## src/rtl/pipeline_stall_controller_if.sv

```systemverilog
// pipeline_stall_controller_if: hazard/handshake inputs (master drives) and hold/bubble/flush/counter outputs (slave drives) of the stall controller
interface pipeline_stall_controller_if;
  logic [4:0] id_rs, id_rt, idex_wr_reg, exme_wr_reg;
  logic id_uses_rt, id_is_branch, id_branch_taken;
  logic idex_mem_read, idex_reg_write, exme_mem_read, exme_mem_req, dmem_ready;
  logic pc_hold, ifid_hold, ifid_flush, idex_bubble, idex_hold, exme_hold, memwb_bubble, mem_timeout;
  logic [31:0] stall_cycles, flush_count;
  modport master(
    output id_rs, id_rt, id_uses_rt, id_is_branch, id_branch_taken, idex_mem_read, idex_reg_write,
           idex_wr_reg, exme_mem_read, exme_wr_reg, exme_mem_req, dmem_ready,
    input  pc_hold, ifid_hold, ifid_flush, idex_bubble, idex_hold, exme_hold, memwb_bubble,
           mem_timeout, stall_cycles, flush_count
  );
  modport slave(
    input  id_rs, id_rt, id_uses_rt, id_is_branch, id_branch_taken, idex_mem_read, idex_reg_write,
           idex_wr_reg, exme_mem_read, exme_wr_reg, exme_mem_req, dmem_ready,
    output pc_hold, ifid_hold, ifid_flush, idex_bubble, idex_hold, exme_hold, memwb_bubble,
           mem_timeout, stall_cycles, flush_count
  );
endinterface

```

## src/rtl/pipeline_stall_controller.sv

```systemverilog
// pipeline_stall_controller: 5-stage pipeline stall/flush scheduler (ports: clk, rst_n sync active-low, s = pipeline_stall_controller_if.slave; STALL_PERF_CNT_EN builds the stall/flush perf counters)
module pipeline_stall_controller #(
  parameter int MEM_TIMEOUT = 255
) (
  input logic clk,
  input logic rst_n,
  pipeline_stall_controller_if.slave s
);
  typedef enum logic [1:0] {RUN, STALL, MEM_WAIT, ERROR} state_t;
  state_t state_q, state_d, ret_q, ret_d, eff;
  logic [1:0] stall_left_q, stall_left_d, n;
  logic [7:0] wait_cnt_q, wait_cnt_d;
  logic mem_timeout_q, mem_timeout_d;
  logic dep_ex, dep_mem, mw, freeze, bubble, flush;
  assign dep_ex = s.idex_wr_reg != 5'd0 && (s.idex_wr_reg == s.id_rs || (s.id_uses_rt && s.idex_wr_reg == s.id_rt));
  assign dep_mem = s.exme_wr_reg != 5'd0 && (s.exme_wr_reg == s.id_rs || (s.id_uses_rt && s.exme_wr_reg == s.id_rt));
  assign mw = s.exme_mem_req && !s.dmem_ready;
  assign n = (s.idex_mem_read && dep_ex) ? (s.id_is_branch ? 2'd2 : 2'd1) :
             (s.id_is_branch && ((s.idex_reg_write && dep_ex) || (s.exme_mem_read && dep_mem))) ? 2'd1 : 2'd0;
  always_comb begin
    eff = (state_q == MEM_WAIT && s.dmem_ready) ? ret_q : state_q;
    freeze = 1'b0;
    bubble = 1'b0;
    flush = 1'b0;
    state_d = state_q;
    ret_d = ret_q;
    stall_left_d = stall_left_q;
    wait_cnt_d = wait_cnt_q;
    mem_timeout_d = mem_timeout_q;
    if (state_q == ERROR) begin
      freeze = 1'b1;
    end else if (state_q == MEM_WAIT && !s.dmem_ready) begin
      freeze = 1'b1;
      wait_cnt_d = wait_cnt_q + 8'd1;
      if (wait_cnt_q == 8'(MEM_TIMEOUT)) begin
        mem_timeout_d = 1'b1;
        state_d = ERROR;
      end
    end else if (mw) begin
      freeze = 1'b1;
      ret_d = state_q;
      wait_cnt_d = 8'd1;
      state_d = MEM_WAIT;
    end else if (eff == STALL) begin
      bubble = 1'b1;
      stall_left_d = stall_left_q - 2'd1;
      state_d = (stall_left_q == 2'd1) ? RUN : STALL;
    end else if (n != 2'd0) begin
      bubble = 1'b1;
      stall_left_d = n - 2'd1;
      state_d = (n == 2'd2) ? STALL : RUN;
    end else begin
      flush = s.id_branch_taken;
      state_d = RUN;
    end
  end
  always_ff @(posedge clk) begin
    if (!rst_n) begin
      state_q <= RUN;
      ret_q <= RUN;
      stall_left_q <= 2'd0;
      wait_cnt_q <= 8'd0;
      mem_timeout_q <= 1'b0;
    end else begin
      state_q <= state_d;
      ret_q <= ret_d;
      stall_left_q <= stall_left_d;
      wait_cnt_q <= wait_cnt_d;
      mem_timeout_q <= mem_timeout_d;
    end
  end
  assign s.pc_hold = freeze || bubble;
  assign s.ifid_hold = freeze || bubble;
  assign s.ifid_flush = flush;
  assign s.idex_bubble = bubble;
  assign s.idex_hold = freeze;
  assign s.exme_hold = freeze;
  assign s.memwb_bubble = freeze;
  assign s.mem_timeout = mem_timeout_q;
`ifdef STALL_PERF_CNT_EN
  logic [31:0] stall_cycles_q, stall_cycles_d, flush_count_q, flush_count_d;
  always_comb begin
    stall_cycles_d = stall_cycles_q + {31'd0, freeze || bubble};
    flush_count_d = flush_count_q + {31'd0, flush};
  end
  always_ff @(posedge clk) begin
    if (!rst_n) begin
      stall_cycles_q <= 32'd0;
      flush_count_q <= 32'd0;
    end else begin
      stall_cycles_q <= stall_cycles_d;
      flush_count_q <= flush_count_d;
    end
  end
  assign s.stall_cycles = stall_cycles_q;
  assign s.flush_count = flush_count_q;
`else
  assign s.stall_cycles = 32'd0;
  assign s.flush_count = 32'd0;
`endif
endmodule

```

## src/flat_wrapper.sv

```systemverilog
// flat-port wrapper written by rule: the top's interface ports become plain ports
module pipeline_stall_controller_flat 
#(
  parameter int MEM_TIMEOUT = 255
)
  (clk, rst_n, s_id_rs, s_id_rt, s_id_uses_rt, s_id_is_branch, s_id_branch_taken, s_idex_mem_read, s_idex_reg_write, s_idex_wr_reg, s_exme_mem_read, s_exme_wr_reg, s_exme_mem_req, s_dmem_ready, s_pc_hold, s_ifid_hold, s_ifid_flush, s_idex_bubble, s_idex_hold, s_exme_hold, s_memwb_bubble, s_mem_timeout, s_stall_cycles, s_flush_count);
  pipeline_stall_controller_if s_i ();
  input logic clk;
  input logic rst_n;
  input wire logic [$bits(s_i.id_rs)-1:0] s_id_rs;
  input wire logic [$bits(s_i.id_rt)-1:0] s_id_rt;
  input wire logic [$bits(s_i.id_uses_rt)-1:0] s_id_uses_rt;
  input wire logic [$bits(s_i.id_is_branch)-1:0] s_id_is_branch;
  input wire logic [$bits(s_i.id_branch_taken)-1:0] s_id_branch_taken;
  input wire logic [$bits(s_i.idex_mem_read)-1:0] s_idex_mem_read;
  input wire logic [$bits(s_i.idex_reg_write)-1:0] s_idex_reg_write;
  input wire logic [$bits(s_i.idex_wr_reg)-1:0] s_idex_wr_reg;
  input wire logic [$bits(s_i.exme_mem_read)-1:0] s_exme_mem_read;
  input wire logic [$bits(s_i.exme_wr_reg)-1:0] s_exme_wr_reg;
  input wire logic [$bits(s_i.exme_mem_req)-1:0] s_exme_mem_req;
  input wire logic [$bits(s_i.dmem_ready)-1:0] s_dmem_ready;
  output wire logic [$bits(s_i.pc_hold)-1:0] s_pc_hold;
  output wire logic [$bits(s_i.ifid_hold)-1:0] s_ifid_hold;
  output wire logic [$bits(s_i.ifid_flush)-1:0] s_ifid_flush;
  output wire logic [$bits(s_i.idex_bubble)-1:0] s_idex_bubble;
  output wire logic [$bits(s_i.idex_hold)-1:0] s_idex_hold;
  output wire logic [$bits(s_i.exme_hold)-1:0] s_exme_hold;
  output wire logic [$bits(s_i.memwb_bubble)-1:0] s_memwb_bubble;
  output wire logic [$bits(s_i.mem_timeout)-1:0] s_mem_timeout;
  output wire logic [$bits(s_i.stall_cycles)-1:0] s_stall_cycles;
  output wire logic [$bits(s_i.flush_count)-1:0] s_flush_count;
  assign s_i.id_rs = s_id_rs;
  assign s_i.id_rt = s_id_rt;
  assign s_i.id_uses_rt = s_id_uses_rt;
  assign s_i.id_is_branch = s_id_is_branch;
  assign s_i.id_branch_taken = s_id_branch_taken;
  assign s_i.idex_mem_read = s_idex_mem_read;
  assign s_i.idex_reg_write = s_idex_reg_write;
  assign s_i.idex_wr_reg = s_idex_wr_reg;
  assign s_i.exme_mem_read = s_exme_mem_read;
  assign s_i.exme_wr_reg = s_exme_wr_reg;
  assign s_i.exme_mem_req = s_exme_mem_req;
  assign s_i.dmem_ready = s_dmem_ready;
  assign s_pc_hold = s_i.pc_hold;
  assign s_ifid_hold = s_i.ifid_hold;
  assign s_ifid_flush = s_i.ifid_flush;
  assign s_idex_bubble = s_i.idex_bubble;
  assign s_idex_hold = s_i.idex_hold;
  assign s_exme_hold = s_i.exme_hold;
  assign s_memwb_bubble = s_i.memwb_bubble;
  assign s_mem_timeout = s_i.mem_timeout;
  assign s_stall_cycles = s_i.stall_cycles;
  assign s_flush_count = s_i.flush_count;
  pipeline_stall_controller #(.MEM_TIMEOUT(MEM_TIMEOUT)) u_core (.clk(clk), .rst_n(rst_n), .s(s_i));
endmodule
```

## config.mk

```make
export PLATFORM = sky130hd
export DESIGN_NAME = pipeline_stall_controller_flat
export DESIGN_NICKNAME = d
export VERILOG_FILES = /design/src/rtl/pipeline_stall_controller_if.sv /design/src/rtl/pipeline_stall_controller.sv /design/src/flat_wrapper.sv
export SDC_FILE = /design/constraint.sdc
export NUM_CORES = 1
export LEC_CHECK = 0
export BUFFER_PORTS_ARGS = -buffer_cell sky130_fd_sc_hd__buf_4
export CAP_MARGIN = 40
export CELL_PAD_IN_SITES_DETAIL_PLACEMENT = 0
export CELL_PAD_IN_SITES_GLOBAL_PLACEMENT = 1
export CORE_MARGIN = 2
export CORE_UTILIZATION = 32
export CTS_BUF_LIST = sky130_fd_sc_hd__clkbuf_8
export DETAILED_ROUTE_END_ITERATION = 16
export GPL_TIMING_DRIVEN = 0
export PLACE_DENSITY = 0.85
export SLEW_MARGIN = 40
export SYNTH_ARGS = -nofsm -noshare
export SYNTH_HDL_FRONTEND = slang
export SYNTH_SLANG_ARGS = --single-unit
export TNS_END_PERCENT = 5
```

## constraint.sdc

```tcl
create_clock -name clk -period 4 [get_ports clk]
set_input_delay 0.6 -clock clk [delete_from_list [all_inputs] [get_ports clk]]
set_output_delay 0.6 -clock clk [all_outputs]
set_load 0.1 [all_outputs]
```

Yosys cells after proc, flatten, opt, wreduce, memory -nomap -nowiden
Index checks and enable logic that the tools add are counted.

word-level totals
  output and inout port bits = 72
  flip-flop bits (word level) = 15
  word-level logic and storage cells = 76
  input bits = 30

cells by class
  multiplexer cells = 28
  bitwise logic cells = 3
  equality and inequality tests = 11
  reductions and logical operators = 26
  $add $sub $neg = 3

operators by type and width
  cell                 number
  $eq 5x5->1           4
  $mux 2               10
  $mux 1               16
  $mux 8               2
  $logic_and 1x1->1    11
  $reduce_bool 5->1    2
  $add 8x1->8 const B  1
  $eq 8x8->1 const B   1
  $eq 2x2->1 const B   3
  $reduce_and 3->1     2
  $reduce_bool 2->1    3
  $eq 2x1->1 const B   2
  $logic_or 1x1->1     4
  $reduce_and 2->1     2
  $reduce_and 4->1     1
  $sub 2x1->2 const B  2
  $not 1->1            3
  $ne 2x2->1 const B   1
  $logic_not 1->1      1

Longest topological paths before layout
  depth in word-level cells = 16
  mapped depth = 11
  mapped depth without buffers = 11

Worst setup path before layout
Ideal clock, no wire load.

  path type = input port to output port
  from = input s_exme_mem_req
  to = output s_ifid_flush
  buffers on the path = 0
  stages on the path = 4
  data required time = 3400 ps
  arrival time = 4670 ps
  path slack = -1270 ps
  path through = inv_1 -> o21ai_0 -> nand3b_1 -> nor2_1

on the way
  word-level cells in the longest chain between the ends = 4

ends and longest elaborated chain
  element            RTL line                         source
  from (decl)        flat_wrapper.sv:20               input wire logic [$bits(s_i.exme_mem_req)-1:0] s_exme_mem_req;
  $logic_and 1x1->1  pipeline_stall_controller.sv:17  assign mw = s.exme_mem_req && !s.dmem_ready;
  $mux 1             pipeline_stall_controller.sv:39  end else if (mw) begin
  $mux 1             pipeline_stall_controller.sv:32  end else if (state_q == MEM_WAIT && !s.dmem_ready) begin
  $mux 1             pipeline_stall_controller.sv:30  if (state_q == ERROR) begin
  to (decl)          flat_wrapper.sv:24               output wire logic [$bits(s_i.ifid_flush)-1:0] s_ifid_flush;

Every way passes these cells.

Worst setup path in the final report
  from = input s_idex_wr_reg[4]
  to = output s_idex_bubble

on the way
  word-level cells in the longest chain between the ends = 15
  elaborated cells on any way between the ends = 18
  classes of those cells = 2 x eq/ne; 7 x mux; 9 x reduce/logical

ends and longest elaborated chain
  element                RTL line                         source
  from (decl)            flat_wrapper.sv:17               input wire logic [$bits(s_i.idex_wr_reg)-1:0] s_idex_wr_reg;
  $eq 5x5->1             pipeline_stall_controller.sv:15  assign dep_ex = s.idex_wr_reg != 5'd0 && (s.idex_wr_reg == s.id_rs || (s.id_uses_rt && s.idex_wr_reg == s.id_r ...
  $logic_and 1x1->1      pipeline_stall_controller.sv:15
  $logic_or 1x1->1       pipeline_stall_controller.sv:15
  $logic_and 1x1->1 (*)  pipeline_stall_controller.sv:15
  $logic_and 1x1->1      pipeline_stall_controller.sv:19  (s.id_is_branch && ((s.idex_reg_write && dep_ex) || (s.exme_mem_read && dep_mem))) ? 2'd1 : 2'd0;
  $logic_or 1x1->1       pipeline_stall_controller.sv:19
  $logic_and 1x1->1      pipeline_stall_controller.sv:19
  $mux 1                 pipeline_stall_controller.sv:19
  $mux 2 (*)             pipeline_stall_controller.sv:18  assign n = (s.idex_mem_read && dep_ex) ? (s.id_is_branch ? 2'd2 : 2'd1) :
  $reduce_bool 2->1 (*)  pipeline_stall_controller.sv:48  end else if (n != 2'd0) begin
  $mux 1 (*)             pipeline_stall_controller.sv:48
  $mux 1 (*)             pipeline_stall_controller.sv:44  end else if (eff == STALL) begin
  $mux 1 (*)             pipeline_stall_controller.sv:39
  $mux 1 (*)             pipeline_stall_controller.sv:32
  $mux 1 (*)             pipeline_stall_controller.sv:30
  to (decl)              flat_wrapper.sv:25               output wire logic [$bits(s_i.idex_bubble)-1:0] s_idex_bubble;

Every way passes the cells marked *; elsewhere a longest branch is shown, timed or not.

==> summary.md <==
| Metric | Value |
|---|---|
| Syn Area/Cell | `between 8 and 9 um2` |
| Die area | `0.00554 mm2` |
| Post-synth top area share | `between 30% and 40%` |
| TritonCTS sink count | `15` |
| Layout net count | `335` |
| Period utilization | `86.7%` |
| MaxCap Viol Count | `0` |
| Setup crit start kind | `input port` |
| P_leak | `about 1.2 nW` |
| VDD IR max | `123 uV` |
| Initial DRC Count | `56` |
| Final count of hold timing violations | `0` |
| Clock Path Buffers | `2` |
| Post-Syn Area | `~0.0016 mm2` |
| CP arrival | `around 2.9 ns` |
| Unique masters post-synth | `slightly above 40` |
| Fin Hold WS | `0.450 ns` |
| Row cnt | `25` |
| Chip Width | `74.4 um` |
| Crit-path max FO | `5` |
| Initial antenna violation count | `0` |
| RePlAce Congestion | `around 0.83` |
| Largest cells by area after synthesis | `buf_4, dfxtp_1, xor2_1, xnor2_1, ha_1` |
| H-tree Lvls | `1` |
| Cts hold-fix bufs | `0` |
| Layout Cells excl Fill | `between 300 and 400` |
| Largest family of logic cells by synthesized area | `buffers and inverters` |
| Post-synthesis async set-or-reset flop share | `0%` |
| Antenna viol nets, final | `0` |
| Simple-gate share of the synthesized area | `about 17%` |
| Final setup viols | `0` |
| PD cells | `325 mW/mm2` |
| Most common cell in the netlist | `buf_4` |
| Die Ht | `74.4 um` |
| Number of synthesized flops with an enable pin | `0` |
| Initial Util | `between 30 and 40%` |
| DR WL/cell | `7.99 um` |
| R2r setup slk | `~2.3 ns` |
| Synth Instances | `196` |
| Fmax achieved | `roughly 0.29 GHz` |
| Dpl hpwl | `2.62 mm` |
| Share of cells above drive strength 1 | `between 30 and 40%` |
| Via density | `around 3.7` |
| Ys flop type | `dfxtp_1` |
| First-pass GRT wire length | `roughly 4.7 mm` |
| Slew Viols, Final | `0` |
| Commonest cells in the netlist | `buf_4, dfxtp_1, xor2_1` |
| Cts bufs inserted | `3` |
| Post-CTS setup buffer count | `0` |
| Reg clk slew, reported paths | `roughly 0.060 ns` |
| HP Class | `register to register` |
| Worst Path Required | `3.40 ns` |
| Yosys warning count | `0` |
| Setup crit end kind | `output pin` |
| CTS tree | `yes` |
| Unrepaired setup endpoints after global routing | `false` |
| Share of the yosys chip area belonging to registers | `a little under a fifth` |
| Final WL | `2.93 mm` |
| Number of synthesized register bits | `15` |
| # diodes | `0` |
| Tmin final | `approximately 3.5 ns` |
| DR vias | `about 1,400` |
| Largest net degree at the start of global routing | `10` |
| Util after Layout | `between 40% and 50%` |
| Total Power | `~0.00073 W` |
| Status | `finished clean` |
| Setup TNS | `0 ns` |
| DR DRC count | `0` |
| Critical path class | `input port to output pin` |
| Tot GR Track Use | `between 10% and 20%` |
| Core area | `roughly 0.0048 mm2` |
| XOR/XNOR Fraction of Synth Area | `a little over an eighth` |
| Yosys top cell by area | `buf_4` |
| Ports | `a little over 100` |
| Worst clock skew | `0.00338 ns` |
| Port bufs | `37` |
| Post-synthesis compound-gate area fraction | `between 10 and 15%` |
| Adder-Cell Fraction of Synth Area | `about 3.2%` |
| Total grt overflow | `0` |
| CTS root buf | `clkbuf_8` |
| Area growth from synthesis to layout | `41.3%` |
| Vias in the first global route | `about 1,100` |
| Placed Instances | `around 360` |
| PostCTS Resize Cnt | `0` |
| Drt pass-1 iters | `4` |
| Clk_lat worst skew | `between 0.2 and 0.3 ns` |
| Mux cell area share after synthesis | `between 3 and 4%` |
-- final timing paths --
kind,from,endpoint,cells after the start
max,s_idex_wr_reg[4],s_idex_bubble,9
min,u_core.ret_q[1],u_core.ret_q[1],2
max reg2reg,u_core.state_q[1],u_core.wait_cnt_q[7],5
min reg2reg,u_core.ret_q[1],u_core.ret_q[1],2
-- routing by layer --
metal | share of wire (%) | vias to the layer above | wire (um) | global-route usage, %
met5 | 0 | - | 0 | 0
met4 | 1.3 | 0 | 38 | 2.98
met3 | 9.3 | 5 | 274 | 2.30
met2 | 47 | 66 | 1370 | 18.0
met1 | 42 | 562 | 1240 | 13.2
li1 | - | 728 | - | -
-- logic make-up after synthesis --
| kind of cell | after synthesis |
|---|---|
| buffers and inverters | 76 |
| AND/OR/NAND/NOR | 48 |
| XOR/XNOR | 24 |
| AO/OA/AOI/OAI | 23 |
| flip-flops | 15 |
| multiplexers | 5 |
| adder cells (fa/ha/maj) | 4 |
| other | 1 |
-- layout make-up --
type                    instances  area (um2)
inverters                       9        33.8
clock inverters                 1        5.00
clock buffers                   3        41.3
multi-input cells             168         998
fillers                       478        2510
well taps                      67        83.8
plain buffers                  67         503
repair buffers                 37         278
flip-flops and latches         15         300
-- critical path, stage by stage --
cell and delay [ns]:
buf_4 0.12, xor2_1 0.16, nor4_2 0.32, a32oi_1 0.23
o32ai_1 0.32, a211oi_2 0.15, ha_1 0.23, a21oi_1 0.36
buf_4 0.38
-- metrics by stage --
stage | cell area, um2 | setup slack [ns]
detailed placement | 2200 | 0.559
global placement | 2200 | 0.544
floorplan | 1840 | -0.141
global route | 2240 | 0.318
finish | 2240 | 0.530
CTS | 2240 | 0.551
-- cells in the final DEF (no fill, tap or decap), drive strengths merged, types with 2 or more instances in the layout --
master and n:
and2 2, nand3 4, nand2b 4, inv 9
mux2i 5, o21ai 5, nor2 10, clkbuf 3
o21a 2, nor3 3, o22ai 2, ha 4
or3 2, nand2 8, nand4 4, or4 2
conb 64, dfxtp 15, a21oi 5, buf 104
xor2 13, xnor2 11, nor2b 2, a21boi 2
-- registers in the layout, indices dropped and copies added (netlist names) --
signal / flops
u_core.ret_q: 2
u_core.s.mem_timeout: 1
u_core.stall_left_q: 2
u_core.state_q: 2
u_core.wait_cnt_q: 8
-- power by group --
part	leakage [nW]	total [W]	internal (W)	switching (W)
Clock	0.0255	0.000123	0.0000689	0.0000537
Combinational	1.04	0.000452	0.0000968	0.000355
Sequential	0.121	0.000155	0.000152	0.00000273
(Power assumes the default switching activity.)
